--- src/rtl/load_store_unit_pkg.sv ---
// load_store_unit_pkg: funct3 encodings, response error codes and FSM states shared by the LSU
package load_store_unit_pkg;
  localparam logic [2:0] F3_LB  = 3'b000;
  localparam logic [2:0] F3_LH  = 3'b001;
  localparam logic [2:0] F3_LW  = 3'b010;
  localparam logic [2:0] F3_LD  = 3'b011;
  localparam logic [2:0] F3_LBU = 3'b100;
  localparam logic [2:0] F3_LHU = 3'b101;
  localparam logic [2:0] F3_LWU = 3'b110;
  localparam logic [2:0] F3_SB  = 3'b000;
  localparam logic [2:0] F3_SH  = 3'b001;
  localparam logic [2:0] F3_SW  = 3'b010;
  localparam logic [2:0] F3_SD  = 3'b011;
  localparam logic [1:0] ERR_OK       = 2'b00;
  localparam logic [1:0] ERR_MISALIGN = 2'b01;
  localparam logic [1:0] ERR_ILLEGAL  = 2'b10;
  localparam logic [1:0] ERR_TIMEOUT  = 2'b11;
  typedef enum logic [1:0] {IDLE, ISSUE, WAIT, RESP} lsu_state_t;
endpackage

--- src/rtl/lsu_align.sv ---
// lsu_align: moves the addressed lane of a load down to bit 0 and sign/zero extends it
module lsu_align #(
  parameter int XLEN = 32
) (
  input  logic [$clog2(XLEN/8)-1:0] offset,
  input  logic [2:0]                funct3,
  input  logic [XLEN-1:0]           raw,
  output logic [XLEN-1:0]           data
);
  logic [XLEN-1:0] shifted;
  logic [XLEN-1:0] mask;
  logic            sign;
  // shift by byte offset, keep the access size, fill upper bits with the sign for signed loads
  always_comb begin
    shifted = raw >> {offset, 3'b000};
    mask = funct3[1:0] == 2'd0 ? XLEN'(8'hFF) :
           funct3[1:0] == 2'd1 ? XLEN'(16'hFFFF) :
           funct3[1:0] == 2'd2 ? XLEN'(32'hFFFF_FFFF) : '1;
    sign = ~funct3[2] & (funct3[1:0] == 2'd0 ? shifted[7] :
                         funct3[1:0] == 2'd1 ? shifted[15] :
                         funct3[1:0] == 2'd2 ? shifted[31] : 1'b0);
    data = (shifted & mask) | (sign ? ~mask : '0);
  end
endmodule

--- src/rtl/load_store_unit.sv ---
// load_store_unit: single-outstanding load/store engine between core request/response and a memory bus
module load_store_unit
  import load_store_unit_pkg::*;
#(
  parameter int XLEN    = 32,
  parameter int TIMEOUT = 16
) (
  input  logic              clk,
  input  logic              reset,
  input  logic              req_valid,
  output logic              req_ready,
  input  logic              req_store,
  input  logic [2:0]        req_funct3,
  input  logic [XLEN-1:0]   req_addr,
  input  logic [XLEN-1:0]   req_wdata,
  input  logic [4:0]        req_rd,
  output logic              rsp_valid,
  input  logic              rsp_ready,
  output logic [XLEN-1:0]   rsp_rdata,
  output logic [4:0]        rsp_rd,
  output logic [1:0]        rsp_err,
  output logic              mem_valid,
  input  logic              mem_ready,
  output logic              mem_we,
  output logic [XLEN-1:0]   mem_addr,
  output logic [XLEN/8-1:0] mem_be,
  output logic [XLEN-1:0]   mem_wdata,
  input  logic              mem_rvalid,
  input  logic [XLEN-1:0]   mem_rdata
);
  localparam int BW = XLEN / 8;
  localparam int OW = $clog2(BW);
  localparam int CW = $clog2(TIMEOUT + 2);
  lsu_state_t      state;
  logic [CW-1:0]   cnt;
  logic            store_q;
  logic [2:0]      f3_q;
  logic [OW-1:0]   off_q;
  logic [OW-1:0]   off;
  logic            illegal;
  logic            misaligned;
  logic [7:0]      size_mask;
  logic [BW-1:0]   be;
  logic [XLEN-1:0] wdata;
  logic [XLEN-1:0] ld_data;
  lsu_align #(.XLEN(XLEN)) u_align (
    .offset (off_q),
    .funct3 (f3_q),
    .raw    (mem_rdata),
    .data   (ld_data)
  );
  // decode the incoming request: legality, alignment, byte enables and lane-replicated store data
  always_comb begin
    off = req_addr[OW-1:0];
    illegal = req_funct3 == 3'b111 || (req_store && req_funct3 > F3_SD) ||
              (XLEN == 32 && (req_funct3 == F3_LD || req_funct3 == F3_LWU));
    misaligned = req_funct3[1:0] == 2'd1 ? off[0] :
                 req_funct3[1:0] == 2'd2 ? |off[1:0] :
                 req_funct3[1:0] == 2'd3 ? |off : 1'b0;
    size_mask = req_funct3[1:0] == 2'd0 ? 8'h01 :
                req_funct3[1:0] == 2'd1 ? 8'h03 :
                req_funct3[1:0] == 2'd2 ? 8'h0F : 8'hFF;
    be = BW'(size_mask) << off;
    wdata = req_funct3[1:0] == 2'd0 ? {BW{req_wdata[7:0]}} :
            req_funct3[1:0] == 2'd1 ? {(XLEN/16){req_wdata[15:0]}} :
            req_funct3[1:0] == 2'd2 ? {(XLEN/32){req_wdata[31:0]}} : req_wdata;
  end
  // transaction FSM; every output is a register so it stays stable while a handshake is stalled
  always_ff @(posedge clk or posedge reset) begin
    if (reset) begin
      state     <= IDLE;
      cnt       <= '0;
      store_q   <= 1'b0;
      f3_q      <= '0;
      off_q     <= '0;
      req_ready <= 1'b1;
      rsp_valid <= 1'b0;
      rsp_rdata <= '0;
      rsp_rd    <= '0;
      rsp_err   <= ERR_OK;
      mem_valid <= 1'b0;
      mem_we    <= 1'b0;
      mem_addr  <= '0;
      mem_be    <= '0;
      mem_wdata <= '0;
    end else begin
      case (state)
        IDLE: if (req_valid) begin
          req_ready <= 1'b0;
          store_q   <= req_store;
          f3_q      <= req_funct3;
          off_q     <= off;
          rsp_rd    <= req_rd;
          rsp_rdata <= '0;
          mem_we    <= req_store;
          mem_addr  <= {req_addr[XLEN-1:OW], OW'(0)};
          mem_be    <= be;
          mem_wdata <= wdata;
          if (illegal || misaligned) begin
            state     <= RESP;
            rsp_valid <= 1'b1;
            rsp_err   <= illegal ? ERR_ILLEGAL : ERR_MISALIGN;
          end else begin
            state     <= ISSUE;
            mem_valid <= 1'b1;
            rsp_err   <= ERR_OK;
          end
        end
        ISSUE: if (mem_ready) begin
          state     <= WAIT;
          mem_valid <= 1'b0;
          cnt       <= '0;
        end
        WAIT: if (mem_rvalid) begin
          state     <= RESP;
          rsp_valid <= 1'b1;
          rsp_rdata <= store_q ? '0 : ld_data;
        end else if (TIMEOUT != 0 && cnt + 1'b1 == CW'(TIMEOUT)) begin
          state     <= RESP;
          rsp_valid <= 1'b1;
          rsp_err   <= ERR_TIMEOUT;
          rsp_rdata <= '0;
        end else begin
          cnt <= cnt + 1'b1;
        end
        RESP: if (rsp_ready) begin
          state     <= IDLE;
          rsp_valid <= 1'b0;
          req_ready <= 1'b1;
        end
        default: state <= IDLE;
      endcase
    end
  end
endmodule
--- config.mk ---
export PLATFORM = sky130hd
export DESIGN_NAME = load_store_unit
export DESIGN_NICKNAME = d
export VERILOG_FILES = /design/src/rtl/load_store_unit_pkg.sv /design/src/rtl/lsu_align.sv /design/src/rtl/load_store_unit.sv
export SDC_FILE = /design/constraint.sdc
export NUM_CORES = 1
export LEC_CHECK = 0
export CAP_MARGIN = 20
export CORE_UTILIZATION = 45
export DETAILED_ROUTE_END_ITERATION = 8
export PLACE_DENSITY_LB_ADDON = 0.1
export SYNTH_ARGS = -nofsm -noshare
export SYNTH_HDL_FRONTEND = slang
export SYNTH_SLANG_ARGS = --single-unit
--- constraint.sdc ---
create_clock -name clk -period 8 [get_ports clk]
set_input_delay 2 -clock clk [delete_from_list [all_inputs] [get_ports clk]]
set_output_delay 2 -clock clk [all_outputs]
set_load 0.005 [all_outputs]
==> flow_metrics.env, run 1 <==
export IMPL_design_area_um2=8620
export IMPL_crit_arrival_ns=4.45
export IMPL_post_cts_buffers=0
export IMPL_wl_per_cell_um=18.1
export IMPL_grt_overflow=0
export IMPL_fin_crit_ns=4.10
export IMPL_setup_viol=0
export IMPL_seq_area_frac_synth=0.536
export IMPL_start_util=0.467
export IMPL_io_buffers=219
export IMPL_dieHeight_um=114
export IMPL_vias=4697
export IMPL_top_layer_used="met4"
export IMPL_core_area_um2=12100
export IMPL_firstDrtPassIters=4
export IMPL_start_kind="primary input"
export IMPL_cts_num_sinks=121
export IMPL_cap_viol_max_count=0
export IMPL_worstSetupPathType="primary input to register"
export IMPL_track_usage=0.254
export IMPL_ant_nets=0
export IMPL_placed_area_um2=7950
export IMPL_grt_setup_unrepaired="no"
export IMPL_m1WireLength_um=6210
export IMPL_grt_pass1_vias=4874
export IMPL_clk_pin_slew_ns=0.05
export IMPL_finalPower_mw=3.18
export IMPL_post_cts_resized=0
export IMPL_p_leak_nw=3.71
export IMPL_vdd_drop_max_mv=0.219
export IMPL_fmax_mhz=244
export IMPL_postCtsHoldBufs=0
export IMPL_drt_iter0_markers=356
export IMPL_cts_tree="done"
export IMPL_met2WireLength_um=7970
export IMPL_syn_avg_cell_area_um2=11.5
export IMPL_hp_class="register to register"
export IMPL_h_tree_depth=4
export IMPL_ctsLongestPathBuffers=2
export IMPL_dp_hpwl_um=11600
export IMPL_yosys_area_top_type="dfrtp_1"
export IMPL_outcome="completed"
export IMPL_worstSkewPairLatency_ns=0.41
export IMPL_yosysWarnings=0
export IMPL_placementRows=40
export IMPL_cts_buffers=17
export IMPL_ff2ff_path_depth=7
export IMPL_cp_end_kind="register"
export IMPL_cp_max_fo=9
export IMPL_antennaDiodeCount=0
export IMPL_syn_area_um2=5660
export IMPL_cts_root_buf="clkbuf_16"
export IMPL_power_density_nw_per_um2=369
export IMPL_slew_viol_final=0
export IMPL_grt_max_degree=109
export IMPL_r2r_start="state[0]$_DFFE_PP0P_"
export IMPL_worstPathRequired_ns=8.35
export IMPL_tightestPinTransition_ns=0.884
export IMPL_period_share=0.513
export IMPL_die_area_um2=13000
export IMPL_antenna_found_initial=0
export IMPL_gp_congestion=0.843
export IMPL_area_delta_synth_final_pct=52.3
export IMPL_rrSetupSlack_ns=5.07
export IMPL_synth_seq_cells=121
export IMPL_cp_endpoint="rsp_rdata[24]$_DFFE_PP0P_"
export IMPL_synth_area_top_cells="dfrtp_1, mux2_2, mux2i_1"
export IMPL_drive_gt1_frac=0.154
export IMPL_fp_dieW_um=114
export IMPL_avgViaCountPerCell=5.32
export IMPL_io_pins=222
export IMPL_finClkSkew_ns=0.00763
export IMPL_wl_um=16000
export IMPL_yosysTopAreaCellShare=0.531
export IMPL_synth_cell_types=47
export IMPL_nets=819
export IMPL_hold_viol=0
export IMPL_grt_pass1_wl_um=25200
export IMPL_drc=0
export IMPL_wl_met3_um=1390
export IMPL_tns_ns=0
export IMPL_syn_inst=492
export IMPL_slew_headroom=0.408
export IMPL_r2r_end="rsp_rdata[24]$_DFFE_PP0P_"
export IMPL_critPathLaunch="mem_rvalid"
## cell usage in the layout, fill, tap and decap left out, types with 4 or more instances in the layout
cell type and instances:
nor2_1 23, nand3_1 4, a221o_1 7, nor2b_1 12, buf_4 5, a2111oi_0 7
dfrtp_1 120, nand2_1 45, inv_1 10, a211oi_1 14, clkbuf_16 17, bufinv_16 5
ha_1 5, a21oi_1 18, a21o_1 8, mux2i_1 35, nand2b_1 5, a221o_2 9
clkdlybuf4s50_1 219, clkinv_2 4, mux2_2 59, o21ai_0 43
## cell families (layout without fill, tap and decap cells)
family,count (synthesis),count (layout),synth area share
and+or+nand+nor,102,102,0.0841
muxes,95,95,0.182
DFF,121,121,0.536
other,1,2,0.000663
buffers and inverters,45,267,0.0349
adders and majority gates,5,5,0.0111
AOI/OAI and AO/OA,123,123,0.152
## synth_stat cells (all sizes together)
master and instances:
o22ai 1, buf 12, nand3b 1, nand2 46
nand2b 5, inv 11, nor3b 2, and4b 1
a21boi 1, ha 5, nand3 4, o21ai 44
nor3 1, o31ai 3, o32a 2, dfrtp 120
a221o 16, nand4 1, nor4 1, or2 2
dfstp 1, a31oi 1, or4 1, nor2 23
a21oi 18, o22a 1, mux2 60, a211oi 14
clkbuf 22, a21o 8, or3 2, nor2b 12
o211ai 1, a2111oi 8, a41oi 3, conb 1
o2bb2ai 2, mux2i 35
## through the flow
stage | util | hold slack, ns | setup WS (ns) | std cells
final | 0.711 | 0.472 | 3.90 | 883
after global routing | 0.711 | 0.478 | 3.82 | 883
after CTS | 0.709 | 0.477 | 3.92 | 882
after detailed placement | 0.657 | 0.466 | 3.48 | 851
after global placement | 0.657 | 0.460 | 3.61 | 851
after floorplan | - | 0.473 | 2.79 | 493
## cell type report
cell class | count | area (um2)
inverter | 11 | 43.8
tap | 168 | 210
sequential | 121 | 3030
timing repair buffer | 225 | 2260
fill | 892 | 3500
clock buffer | 22 | 464
multi-input combinational | 327 | 2440
clock inverter | 9 | 170
## worst min-delay path by stage
stage                              from                        to  slack, ns  cells after the start
3_3_place_gp      mem_be[0]$_DFFE_PP0P_     mem_be[0]$_DFFE_PP0P_       0.46                      2
4_1_cts        rsp_rdata[2]$_DFFE_PP0P_  rsp_rdata[2]$_DFFE_PP0P_       0.48                      1
2_1_floorplan     mem_be[0]$_DFFE_PP0P_     mem_be[0]$_DFFE_PP0P_       0.47                      2
5_1_grt        rsp_rdata[3]$_DFFE_PP0P_  rsp_rdata[3]$_DFFE_PP0P_       0.48                      1
3_5_place_dp   rsp_rdata[2]$_DFFE_PP0P_  rsp_rdata[2]$_DFFE_PP0P_       0.47                      1
6_report       rsp_rdata[2]$_DFFE_PP0P_  rsp_rdata[2]$_DFFE_PP0P_       0.47                      1
## power breakdown
group / internal (mW) / switching, mW / leakage (nW)
clock: 0.565 / 0.261 / 0.314
combinational: 0.765 / 0.549 / 1.89
sequential: 0.878 / 0.161 / 1.51
## layer usage
layer | vias to the layer above | global-route usage
li1 | 2201 | -
met4 | 0 | 0.109
met5 | - | 0
met2 | 197 | 0.430
met3 | 25 | 0.0948
met1 | 2274 | 0.287
## sequential cells by signal, indices dropped and copies added, names as in the netlist, 2 cells and up
signal / cells
f3_q: 3
rsp_rd: 5
state: 2
off_q: 2
mem_wdata: 32
mem_addr: 30
rsp_err: 2
cnt: 5
rsp_rdata: 32
mem_be: 4
## worst max-delay path: stages
cell	delay [ns]
clkdlybuf4s50_1	0.50
nand3b_1	0.30
nand2b_1	0.33
nor3b_2	0.51
nor2b_1	0.54
a221o_2	0.25
Note: power is estimated with default switching activity, not from simulation.
==> run 2: changes to the inputs <==
CORE_UTILIZATION = 40   (was 45)
clock period = 3.4 ns   (was 8 ns; I/O delays follow)
==> run 2 against run 1 <==
Die area grew 12%; flip-flop and latch count is the same; via count grew 0.53%; register-to-register slack lost 4.4 ns; setup slack lost 3.3 ns; worst hold slack gained 0.0035 ns; critical path type unchanged.
==> flow_metrics.env, run 2 (synthesis gave the netlist of run 1 again) <==
export IMPL_antenna_found_initial=0
export IMPL_worstPathRequired_ns=3.74
export IMPL_finClkSkew_ns=0.00857
export IMPL_setup_ws_ns=0.631
export IMPL_finalPower_mw=7.65
export IMPL_min_from="rsp_rdata[14]$_DFFE_PP0P_"
export IMPL_wl_um=15900
export IMPL_worstSkewPairLatency_ns=0.41
export IMPL_drt_iter0_markers=251
export IMPL_hp_class="register to register"
export IMPL_ctsLongestPathBuffers=2
export IMPL_finalNonFillerCells=907
export IMPL_met2WireLength_um=7900
export IMPL_outcome="completed"
export IMPL_cts_tree="done"
export IMPL_worst_hold_slack_ns=0.475
export IMPL_path_cells="clkdlybuf4s50_1 -> nand3b_1 -> nand2b_1 -> nor3b_2 -> nor2b_1 -> a221o_1"
export IMPL_crit_family="simple AND/OR/NAND/NOR gates"
export IMPL_gp_congestion=0.851
export IMPL_layout_commonest_cell="clkdlybuf4s50_1"
export IMPL_dp_slack_ns=0.201
export IMPL_grt_overflow=0
export IMPL_io_pins=222
export IMPL_critPathSlowestCell="nor2b_1"
export IMPL_period_share=0.814
export IMPL_drc=0
export IMPL_placementRows=43
export IMPL_crit_buf_inv=1
export IMPL_postCtsHoldBufs=0
export IMPL_tightestPinTransition_ns=0.636
export IMPL_grt_pass1_vias=4991
export IMPL_grt_pass1_wl_um=25800
export IMPL_grt_max_degree=54
export IMPL_cap_viol_max_count=0
export IMPL_dp_cells=874
export IMPL_firstDrtPassIters=4
export IMPL_vias=4722
export IMPL_setup_viol=0
export IMPL_slowest_delay_ns=0.55
export IMPL_tns_ns=0
export IMPL_avgViaCountPerCell=5.21
export IMPL_cts_buffers=17
export IMPL_start_util=0.409
export IMPL_fmax_mhz=361
export IMPL_slew_headroom=0.575
export IMPL_slew_viol_final=0
export IMPL_cp_max_fo=9
export IMPL_p_leak_nw=3.79
export IMPL_post_cts_buffers=0
export IMPL_ant_nets=0
export IMPL_area_delta_synth_final_pct=55.3
export IMPL_fin_crit_ns=2.77
export IMPL_power_density_nw_per_um2=871
export IMPL_wl_per_cell_um=17.6
export IMPL_die_area_um2=14600
export IMPL_io_buffers=219
export IMPL_m1WireLength_um=6230
export IMPL_track_usage=0.231
export IMPL_worstSetupPathType="primary input to register"
export IMPL_cts_num_sinks=121
export IMPL_start_kind="primary input"
export IMPL_grt_setup_unrepaired="no"
export IMPL_crit_arrival_ns=3.11
export IMPL_drive_gt1_frac=0.168
export IMPL_wl_met3_um=1540
export IMPL_h_tree_depth=4
export IMPL_final_cell_mix="clkdlybuf4s50_1, dfrtp_1, mux2_2"
export IMPL_clk_pin_slew_ns=0.05
export IMPL_nets=830
export IMPL_top_layer_used="met4"
export IMPL_cts_root_buf="clkbuf_16"
export IMPL_top_regs="mem_wdata: 32 flops, rsp_rdata: 32 flops, mem_addr: 30 flops"
export IMPL_hold_viol=0
export IMPL_critPathLaunch="mem_rvalid"
export IMPL_antennaDiodeCount=0
export IMPL_cp_end_kind="register"
export IMPL_core_area_um2=13800
export IMPL_post_cts_resized=0
export IMPL_dp_hpwl_um=11700
export IMPL_fp_dieW_um=121
export IMPL_r2r_start="state[0]$_DFFE_PP0P_"
export IMPL_dieHeight_um=121
export IMPL_vdd_drop_max_mv=0.487
run 2: cell count changes in the layout (fill, tap and decap cells not counted):
cell,previous run,this run
buf_12,0,3
buf_4,5,13
clkbuf_8,2,5
clkinv_2,4,2
clkinvlp_4,0,1
inv_4,1,0
run 2: worst paths after layout:
path	slack, ns	cells past startpoint	to
worst max-delay path	0.63	6	rsp_rdata[29]$_DFFE_PP0P_
worst min-delay path	0.48	2	rsp_rdata[14]$_DFFE_PP0P_
worst max register to register	0.70	7	rsp_rdata[29]$_DFFE_PP0P_
worst min register to register	0.48	2	rsp_rdata[14]$_DFFE_PP0P_
max in group asynchronous	2.08	3	rsp_rd[3]$_DFFE_PP0P_
min in group asynchronous	0.89	3	rsp_err[0]$_DFFE_PP0P_
run 2: area by class of cell:
cell class,count,area [um2]
clock buffers,25,505
clock inverters,7,160
fillers,1091,5040
inverters,11,45.0
multi-input cells,327,2440
flip-flops and latches,121,3030
well taps,180,225
repair buffers,236,2380
run 2: report_power, final:
| group | internal, mW | switching (mW) |
|---|---|---|
| Sequential | 2.07 | 0.374 |
| Combinational | 1.88 | 1.30 |
| Clock | 1.40 | 0.628 |
| Total | 5.34 | 2.30 |
run 2: stage by stage:
step,instance area (um2),utilization
2_1_floorplan,5660,-
3_3_place_gp,8090,0.585
3_5_place_dp,8090,0.585
4_1_cts,8760,0.633
5_1_grt,8780,0.635
6_report,8780,0.635
run 2: routing by layer:
layer,track usage,vias up
met3,0.0930,19
li1,-,2228
met5,0,-
met2,0.380,198
met4,0.0903,0
met1,0.269,2277
run 2: worst min-delay path: cells and delay by family (launching register included):
| family | cells | cell delay [ns] |
|---|---|---|
| simple gates | 1 | 0.04 |
| compound gates | 1 | 0.05 |
| flops | 1 | 0.34 |
